===== src/rtl/sag4fun_sched.sv =====
// sag4fun_sched: two-requester round-robin front end for the iterative SAG gather/scatter engine.
// Define SAG4FUN_SCHED_MASKCACHE_EN to remember the last loaded mask and skip redundant load passes.
module sag4fun_sched #(
    parameter int XLEN = 32  // 32 or 64 only; must match the engine instance
) (
    input  logic            clock,
    input  logic            reset,
    input  logic            req0_valid,
    output logic            req0_ready,
    input  logic            req0_inv,
    input  logic            req0_msk,
    input  logic [XLEN-1:0] req0_data,
    input  logic [XLEN-1:0] req0_mask,
    input  logic            req1_valid,
    output logic            req1_ready,
    input  logic            req1_inv,
    input  logic            req1_msk,
    input  logic [XLEN-1:0] req1_data,
    input  logic [XLEN-1:0] req1_mask,
    output logic            rsp0_valid,
    input  logic            rsp0_ready,
    output logic [XLEN-1:0] rsp0_data,
    output logic            rsp1_valid,
    input  logic            rsp1_ready,
    output logic [XLEN-1:0] rsp1_data,
    output logic            eng_ctrl_start,
    output logic            eng_ctrl_inv,
    output logic            eng_ctrl_msk,
    output logic            eng_ctrl_ldm,
    input  logic            eng_ctrl_ready,
    output logic [XLEN-1:0] eng_in_data,
    input  logic [XLEN-1:0] eng_out_data
);

    typedef enum logic [2:0] {IDLE, LOAD, LWAIT, RUN, RWAIT, RESP} state_t;

    state_t          state_reg, state_next;
    logic            port_reg, inv_reg, msk_reg, last_reg;
    logic [XLEN-1:0] data_reg, mask_reg, result_reg;

    logic [1:0]      req_valid, req_inv, req_msk, req_ready;
    logic [1:0]      rsp_valid_vec, rsp_ready_vec;
    logic [XLEN-1:0] req_data [2];
    logic [XLEN-1:0] req_mask [2];
    logic [XLEN-1:0] rsp_data_vec [2];
    logic            grant, fire, hit;

    assign req_valid     = {req1_valid, req0_valid};
    assign req_inv       = {req1_inv, req0_inv};
    assign req_msk       = {req1_msk, req0_msk};
    assign rsp_ready_vec = {rsp1_ready, rsp0_ready};
    assign req_data[0]   = req0_data;
    assign req_data[1]   = req1_data;
    assign req_mask[0]   = req0_mask;
    assign req_mask[1]   = req1_mask;

    // Contention goes to the port not served last; otherwise to whichever port is asking.
    assign grant = (req_valid == 2'b11) ? ~last_reg : req_valid[1];
    assign fire  = req_valid[grant] && req_ready[grant];

    generate
        for (genvar gi = 0; gi < 2; gi++) begin : g_port
            assign req_ready[gi]     = (state_reg == IDLE) && !reset && (grant == 1'(gi))
                                       && !rsp_valid_vec[gi];
            assign rsp_valid_vec[gi] = (state_reg == RESP) && (port_reg == 1'(gi));
            assign rsp_data_vec[gi]  = rsp_valid_vec[gi] ? result_reg : '0;
        end
    endgenerate

    assign req0_ready = req_ready[0];
    assign req1_ready = req_ready[1];
    assign rsp0_valid = rsp_valid_vec[0];
    assign rsp1_valid = rsp_valid_vec[1];
    assign rsp0_data  = rsp_data_vec[0];
    assign rsp1_data  = rsp_data_vec[1];

`ifdef SAG4FUN_SCHED_MASKCACHE_EN
    logic [XLEN-1:0] mask_q_reg;
    logic            mask_vld_reg;

    assign hit = mask_vld_reg && (req_mask[grant] == mask_q_reg);

    always_ff @(posedge clock) begin
        if (reset) begin
            mask_q_reg   <= '0;
            mask_vld_reg <= 1'b0;
        end else if (state_reg == LWAIT && eng_ctrl_ready) begin
            mask_q_reg   <= mask_reg;
            mask_vld_reg <= 1'b1;
        end
    end
`else
    assign hit = 1'b0;
`endif

    always_ff @(posedge clock) begin
        if (reset) begin
            state_reg  <= IDLE;
            last_reg   <= 1'b1;
            port_reg   <= 1'b0;
            inv_reg    <= 1'b0;
            msk_reg    <= 1'b0;
            data_reg   <= '0;
            mask_reg   <= '0;
            result_reg <= '0;
        end else begin
            state_reg <= state_next;
            if (state_reg == IDLE && fire) begin
                port_reg <= grant;
                inv_reg  <= req_inv[grant];
                msk_reg  <= req_msk[grant];
                data_reg <= req_data[grant];
                mask_reg <= req_mask[grant];
            end
            // Scatter post-masking happens here because the engine ignores ctrl_msk.
            if (state_reg == RWAIT && eng_ctrl_ready)
                result_reg <= (msk_reg && inv_reg) ? (eng_out_data & mask_reg) : eng_out_data;
            if (state_reg == RESP && rsp_ready_vec[port_reg])
                last_reg <= port_reg;
        end
    end

    always_comb begin
        state_next     = state_reg;
        eng_ctrl_start = 1'b0;
        eng_ctrl_inv   = 1'b0;
        eng_ctrl_msk   = 1'b0;
        eng_ctrl_ldm   = 1'b0;
        eng_in_data    = '0;
        case (state_reg)
            IDLE: begin
                if (fire)
                    state_next = hit ? RUN : LOAD;
            end
            LOAD: begin
                eng_ctrl_start = 1'b1;
                eng_ctrl_ldm   = 1'b1;
                eng_in_data    = mask_reg;
                state_next     = LWAIT;
            end
            LWAIT: begin
                if (eng_ctrl_ready)
                    state_next = RUN;
            end
            RUN: begin
                eng_ctrl_start = 1'b1;
                eng_ctrl_inv   = inv_reg;
                eng_ctrl_msk   = msk_reg;
                eng_in_data    = (msk_reg && !inv_reg) ? (data_reg & mask_reg) : data_reg;
                state_next     = RWAIT;
            end
            RWAIT: begin
                if (eng_ctrl_ready)
                    state_next = RESP;
            end
            RESP: begin
                if (rsp_ready_vec[port_reg])
                    state_next = IDLE;
            end
            default: state_next = IDLE;
        endcase
    end

endmodule


===== config.mk =====
export PLATFORM = sky130hd
export DESIGN_NAME = sag4fun_sched
export DESIGN_NICKNAME = d
export VERILOG_FILES = /design/src/rtl/sag4fun_sched.sv
export SDC_FILE = /design/constraint.sdc
export NUM_CORES = 1
export LEC_CHECK = 0
export BUFFER_PORTS_ARGS = -buffer_cell sky130_fd_sc_hd__buf_2
export CORE_MARGIN = 3
export CORE_UTILIZATION = 44
export DETAILED_ROUTE_END_ITERATION = 12
export PLACE_DENSITY_LB_ADDON = 0.3
export SLEW_MARGIN = 30
export SYNTH_ARGS = -nofsm -noshare
export SYNTH_HDL_FRONTEND = slang
export SYNTH_SLANG_ARGS = --single-unit

===== constraint.sdc =====
create_clock -name clock -period 2.9 [get_ports clock]
set_input_delay 0.145 -clock clock [delete_from_list [all_inputs] [get_ports clock]]
set_output_delay 0.145 -clock clock [all_outputs]
set_load 0.02 [all_outputs]

==> metrics.md, run 1 <==
| Metric | Value |
|---|---|
| GPL Wtd Cong | 0.8768 |
| Post-DP HPWL | 13360 microns |
| Top-Level Pins | 275 |
| Num CTS Buffers | 9 |
| Max-slew violation count | 0 |
| Synth warn | 0 |
| Max FO, Critical Path | 33 |
| Final hold vios | 0 |
| Worst-path clk slew | 0.07 ns |
| Initial DRC Count | 564 |
| R2R Path Start | state_reg[2] |
| Remaining antenna violation count after routing | 0 |
| R2R Setup Slk | 0.92 ns |
| Chip height | 113.9 microns |
| Pre-CTS setup slack | 0.7960 ns |
| Vias | 5655 |
| Total global-route track usage | 26.51% |
| Worst setup slack after layout | 0.4282 ns |
| Total Nets Final | 971 |
| Post-synthesis cell area | 5122 sq um |
| Syn Inst Count | 573 |
| CP Data Arrival Time | 2.33 ns |
| Remaining Overflow, GRT | 0 |
| Initial antenna violation count | 0 |
| Vias per cell | 5.984 |
| Netlist cell types | 31 |
| Crit-path cells | nor2b_1 -> and3_1 -> and2_1 -> buf_2 |
| Post-CTS sizing | 0 |
| Tcrit/Tclk final | 85.24% |
| Hold path startpoint | eng_out_data[0] |
| Clock Skew | 0.006486 ns |
| Worst setup EP type | primary output |
| Hold Buf Count CTS | 0 |
| Post-synth EDFFs | 0 |
| Relative slew slack | 42.06% |
| H-tree levels | 3 |
| Synth top area share | 40.25% |
| CTS tree | done |
| Critical path class | flip-flop to primary output |
| Synth area leader | dfxtp_1 |
| Setup crit start kind | flip-flop |
| Fill cells | 963 |
| PortBufs | 274 |
| Worst Reg-to-Reg Cells | 4 |
| Clock latency on the worst-skew pair | 0.34 ns |
| Synth Flop Type | dfxtp_1 |
| Crit-path max cell delay | 0.77 ns |
| Area delta synth->final | 33.39% |
| Synth Register Bits | 103 |
| Root buffer cell | clkbuf_16 |
| Dominant cells by area after synthesis | dfxtp_1 40%, o32ai_1 11%, a22oi_1 9.7% |
| CTS Sinks | 103 |
| Vias in the first global route | 5169 |
| CTS Buffer Depth | 2 |
| Most frequent cells after synthesis | 103 x dfxtp_1, 70 x nand2_1, 66 x a22oi_1, 66 x o32ai_1, 65 x and2_1 |
| Rows | 38 |
| Largest delay share family, worst path | simple AND/OR/NAND/NOR gates |
| Hold EP | result_reg[0] |
| Core box area | 11130 sq um |
| RSZ-0062 raised after global routing | false |
| Min cycle time layout | 2.472 ns |
| Die Area | 12970 sq um |
| Hold depth | 3 |
| Ant. Diodes | 0 |
| Worst EP required | 2.76 ns |
| Outcome | finished, final reports clean |
| Fraction of registers with async set/reset | 0% |
| Bufs and invs on worst path | 1 |
| WL/cell | 19.37 microns |
| Final setup vio count | 0 |
| First-pass GRT wire length | 27430 microns |
| Max-cap viol count | 0 |
| First-pass iteration count of the detailed router | 5 |
| Total wire length | 18300 microns |
| Initial Util | 46.04% |
| Most common cell in the synthesized netlist | dfxtp_1 |
| Leakage power total | 3.300 nW |
| Worst reg2reg endpoint | mask_reg[27] |
| Post-Syn Nets | 744 |
| DR DRC count | 0 |
| TNS Setup | 0 ns |
| DIE WIDTH | 113.9 microns |
| PwrDens | 659.4 nW/um^2 |
| Avg Inst Size Synth | 8.940 sq um |
| Share of cells above drive strength 1 | 42.86% |
| Slowest-stage cell, CP | and3_1 |
| Worst vdd ir | 0.4016 mV |
| Worst slew pin tran | 0.8691 ns |
| Seq/Total Area, Yosys | 40.25% |
| Type of the worst min-delay path | input port to flip-flop |
| Fmax | 404.6 MHz |
| # Post-CTS Setup Buffers | 0 |
| Largest net degree at the start of global routing | 68 |
-- cells by family after synthesis --
kind of cell / Yosys count / share of synthesized area (%)
buf+inv: 77 / 6.082
simple gates: 150 / 15.07
flops: 103 / 40.25
compound gates: 241 / 38.23
xor+xnor: 1 / 0.1710
mux: 1 / 0.1954
-- through the flow --
stage                     hold WS [ns]  cells  total power, mW  cell area [sq um]  utilization (%)
after floorplan                 0.2992    573            2.746               5122                -
after global placement          0.4061    929            3.211               6509            58.50
after detailed placement        0.4097    929            3.249               6509            58.50
after CTS                      0.05566    945            4.502               6825            61.35
after global routing           0.05894    945            4.727               6833            61.41
final                          0.05849    945            4.506               6833            61.41
-- per-layer routing --
layer	vias up	wire length, microns	track usage [%]
met4	0	276	5.938
met3	23	1388	3.926
met1	2681	7855	37.59
met2	275	8784	42.91
met5	-	0	0
li1	2676	-	-
-- cell usage in the layout, fill, tap and decap left out, types with 2 or more instances in the layout --
cell,netlist,routed
buf_2,18,274
dfxtp_1,103,103
nand2_1,70,70
o32ai_1,66,66
a22oi_1,66,66
and2_1,65,65
o21ai_0,35,35
o221a_2,32,32
o2bb2ai_1,32,32
buf_4,0,13
clkbuf_16,0,9
inv_1,5,3
nor3_1,3,3
and3_1,2,2
nor2_1,2,2
o211ai_1,2,2
a21oi_1,3,2
inv_6,0,2
clkbuf_8,0,2
-- power by group --
part	internal [mW]	leakage, nW	switching (mW)	total, mW
combinational	0.494	2.30	0.732	1.23
clock	0.724	0.153	0.537	1.26
sequential	1.72	0.852	0.299	2.02
-- final cells by class --
| class | instances | area [sq um] | share of cell area, % |
|---|---|---|---|
| Tap cell | 140 | 175.2 | 2.564 |
| Timing Repair Buffer | 287 | 1469 | 21.50 |
| Multi-Input combinational cell | 393 | 2786 | 40.78 |
| Clock buffer | 11 | 252.7 | 3.699 |
| Clock inverter | 5 | 63.81 | 0.9339 |
| Sequential cell | 103 | 2062 | 30.18 |
| Inverter | 6 | 23.77 | 0.3479 |
-- worst max path at each step --
stage	startpoint	end	slack, ns	cells past startpoint
final	state_reg[2]	rsp1_data[7]	0.43	4
after global routing	state_reg[2]	rsp1_data[24]	0.22	4
after CTS	state_reg[2]	rsp1_data[24]	0.42	4
after detailed placement	state_reg[2]	rsp1_data[24]	0.80	4
after global placement	last_reg	mask_reg[6]	0.95	4
after floorplan	state_reg[0]	eng_in_data[11]	1.20	5
-- tightest hold or removal path, delay by kind of cell --
kind | cells | cell delay (ns)
AOI/OAI and AO/OA | 2 | 0.12
buffers and inverters | 1 | 0.09
No activity file was read; power rests on OpenSTA's default activity.
==> run 2, diff against run 1 <==
--- a/config.mk
+++ b/config.mk
@@ -10,6 +10,7 @@
 export CORE_UTILIZATION = 44
 export DETAILED_ROUTE_END_ITERATION = 12
 export PLACE_DENSITY_LB_ADDON = 0.3
+export RECOVER_POWER = 25
 export SLEW_MARGIN = 30
 export SYNTH_ARGS = -nofsm -noshare
 export SYNTH_HDL_FRONTEND = slang
==> metrics.md, run 2 (same netlist as run 1, synthesis figures left out) <==
| Metric | Value |
|---|---|
| Outcome | finished, final reports clean |
| H-tree levels | 3 (unchanged) |
| Remaining Overflow, GRT | 0 (unchanged) |
| Fill cells | 970 (+0.73%) |
| Max-slew violation count | 0 (unchanged) |
| Largest delay share family, worst path | buffers and inverters |
| Ant. Diodes | 0 (unchanged) |
| WL/cell | 19.40 microns (+0.17%) |
| First-pass iteration count of the detailed router | 6 (+1) |
| Area delta synth->final | 32.88% |
| Commonest non-fill, non-tap cell in the layout | buf_2 |
| Rows | 38 (unchanged) |
| R2R Setup Slk | 0.34 ns (-0.58 ns) |
| Worst reg2reg endpoint | mask_reg[27] |
| Slowest-stage cell, CP | clkbuf_2 |
| Tcrit/Tclk final | 91.28% (+6.0 points) |
| Share of cells above drive strength 1 | 42.24% (-0.62 points) |
| Remaining antenna violation count after routing | 0 (unchanged) |
| Clock Skew | 0.009595 ns (+0.003109 ns) |
| PwrDens | 661.4 nW/um^2 (+0.30%) |
| Core box area | 11130 sq um (unchanged) |
| Final setup vio count | 0 (unchanged) |
| Max-cap viol count | 0 (unchanged) |
| TNS Setup | 0 ns (unchanged) |
| Chip height | 113.9 microns (unchanged) |
| Hold path startpoint | eng_out_data[10] |
| Worst slew pin tran | 1.098 ns (+0.2285 ns) |
| Min cycle time layout | 2.647 ns (+0.1753 ns) |
| CTS tree | done |
| Hold Buf Count CTS | 0 (unchanged) |
| DR DRC count | 0 (unchanged) |
| Max FO, Critical Path | 37 (+12%) |
| Post-DP HPWL | 13360 microns (unchanged) |
| PortBufs | 274 (unchanged) |
| Initial antenna violation count | 0 (unchanged) |
| Total power | 4.502 mW (about the same) |
| Total Nets Final | 971 (unchanged) |
| CTS Buffer Depth | 2 (unchanged) |
| R2R Path Start | state_reg[1] |
| Initial DRC Count | 553 (-2.0%) |
| First-pass GRT wire length | 27430 microns (unchanged) |
| GPL Wtd Cong | 0.8768 (unchanged) |
| # Post-CTS Setup Buffers | 0 (unchanged) |
| Clock latency on the worst-skew pair | 0.34 ns (about the same) |
| Bufs and invs on worst path | 2 (+1) |
| Most frequent cells in the layout | 272 x buf_2, 103 x dfxtp_1, 70 x nand2_1 |
| Worst vdd ir | 0.4032 mV (+0.38%) |
| Leakage power total | 3.284 nW (-0.47%) |
| Vias in the first global route | 5169 (unchanged) |
| Vias per cell | 5.983 (about the same) |
| Crit-path max cell delay | 0.73 ns (-0.04 ns) |
| Setup crit start kind | flip-flop |
| Fmax | 377.8 MHz (-6.6%) |
| Hold EP | result_reg[10] |
| DIE WIDTH | 113.9 microns (unchanged) |
| Total global-route track usage | 26.51% (unchanged) |
| CTS Sinks | 103 (unchanged) |
| Crit-path cells | nor4_1 -> clkbuf_2 -> and2_1 -> buf_2 |
| Relative slew slack | 26.83% (-15 points) |
| Type of the worst min-delay path | input port to flip-flop |
| Post-CTS sizing | 0 (unchanged) |
| Hold depth | 3 (unchanged) |
| Total wire length | 18340 microns (+0.17%) |
| Worst Reg-to-Reg Cells | 4 (unchanged) |
| Worst setup EP type | primary output |
| Final hold vios | 0 (unchanged) |
| Vias | 5654 (-0.018%) |
| Num CTS Buffers | 9 (unchanged) |
| Top-Level Pins | 275 (unchanged) |
| Critical path class | flip-flop to primary output |
| Root buffer cell | clkbuf_16 |
| Largest net degree at the start of global routing | 68 (unchanged) |
| Worst EP required | 2.76 ns (about the same) |
| CP Data Arrival Time | 2.50 ns (+0.17 ns) |
| Die Area | 12970 sq um (unchanged) |
| Initial Util | 46.04% (unchanged) |
| Worst-path clk slew | 0.08 ns (about the same) |
| RSZ-0062 raised after global routing | false |
## run 2: per-layer routing
| metal | vias to the layer above | global-route usage [%] | routed length (microns) |
|---|---|---|---|
| met5 | - | 0 | 0 |
| met4 | 0 | 5.938 | 301 |
| met3 | 25 | 3.926 | 1422 |
| met2 | 286 | 42.91 | 8781 |
| met1 | 2670 | 37.59 | 7830 |
| li1 | 2673 | - | - |
## run 2: cell type report
type	count	area (sq um)	share of cell area (%)
multi-input combinational	393	2769	40.68
timing repair buffer	287	1460	21.45
inverter	6	23.77	0.3493
tap	140	175.2	2.574
sequential	103	2062	30.29
clock inverter	5	63.81	0.9375
clock buffer	11	252.7	3.713
## run 2: how the worst max path moves through the flow
stage,startpoint,slack (ns),end,cells past startpoint
after global routing,state_reg[1],0.16,req0_ready,4
after floorplan,state_reg[0],1.20,eng_in_data[11],5
final,state_reg[1],0.25,req0_ready,4
after CTS,state_reg[2],0.42,rsp1_data[24],4
after detailed placement,state_reg[2],0.80,rsp1_data[24],4
after global placement,last_reg,0.95,mask_reg[6],4
## run 2: power breakdown
group	total, mW	internal [mW]	switching [mW]
Sequential	2.02	1.72	0.299
Combinational	1.22	0.486	0.732
Clock	1.26	0.725	0.540
Total	4.50	2.93	1.57
## run 2: worst register-to-register path: stages, from the launching register on
cell and delay, ns:
dfxtp_1 0.42, nor4_1 0.62, clkbuf_2 0.73, buf_4 0.46
a22oi_1 0.17
## run 2: through the flow
stage | setup slack (ns) | cells | area [sq um] | utilization [%] | hold slack (ns)
finish | 0.2529 | 945 | 6807 | 61.18 | 0.05706
global route | 0.1607 | 945 | 6807 | 61.18 | 0.05894
CTS | 0.4247 | 945 | 6825 | 61.35 | 0.05566
detailed placement | 0.7960 | 929 | 6509 | 58.50 | 0.4097
global placement | 0.9468 | 929 | 6509 | 58.50 | 0.4061
floorplan | 1.202 | 573 | 5122 | - | 0.2992
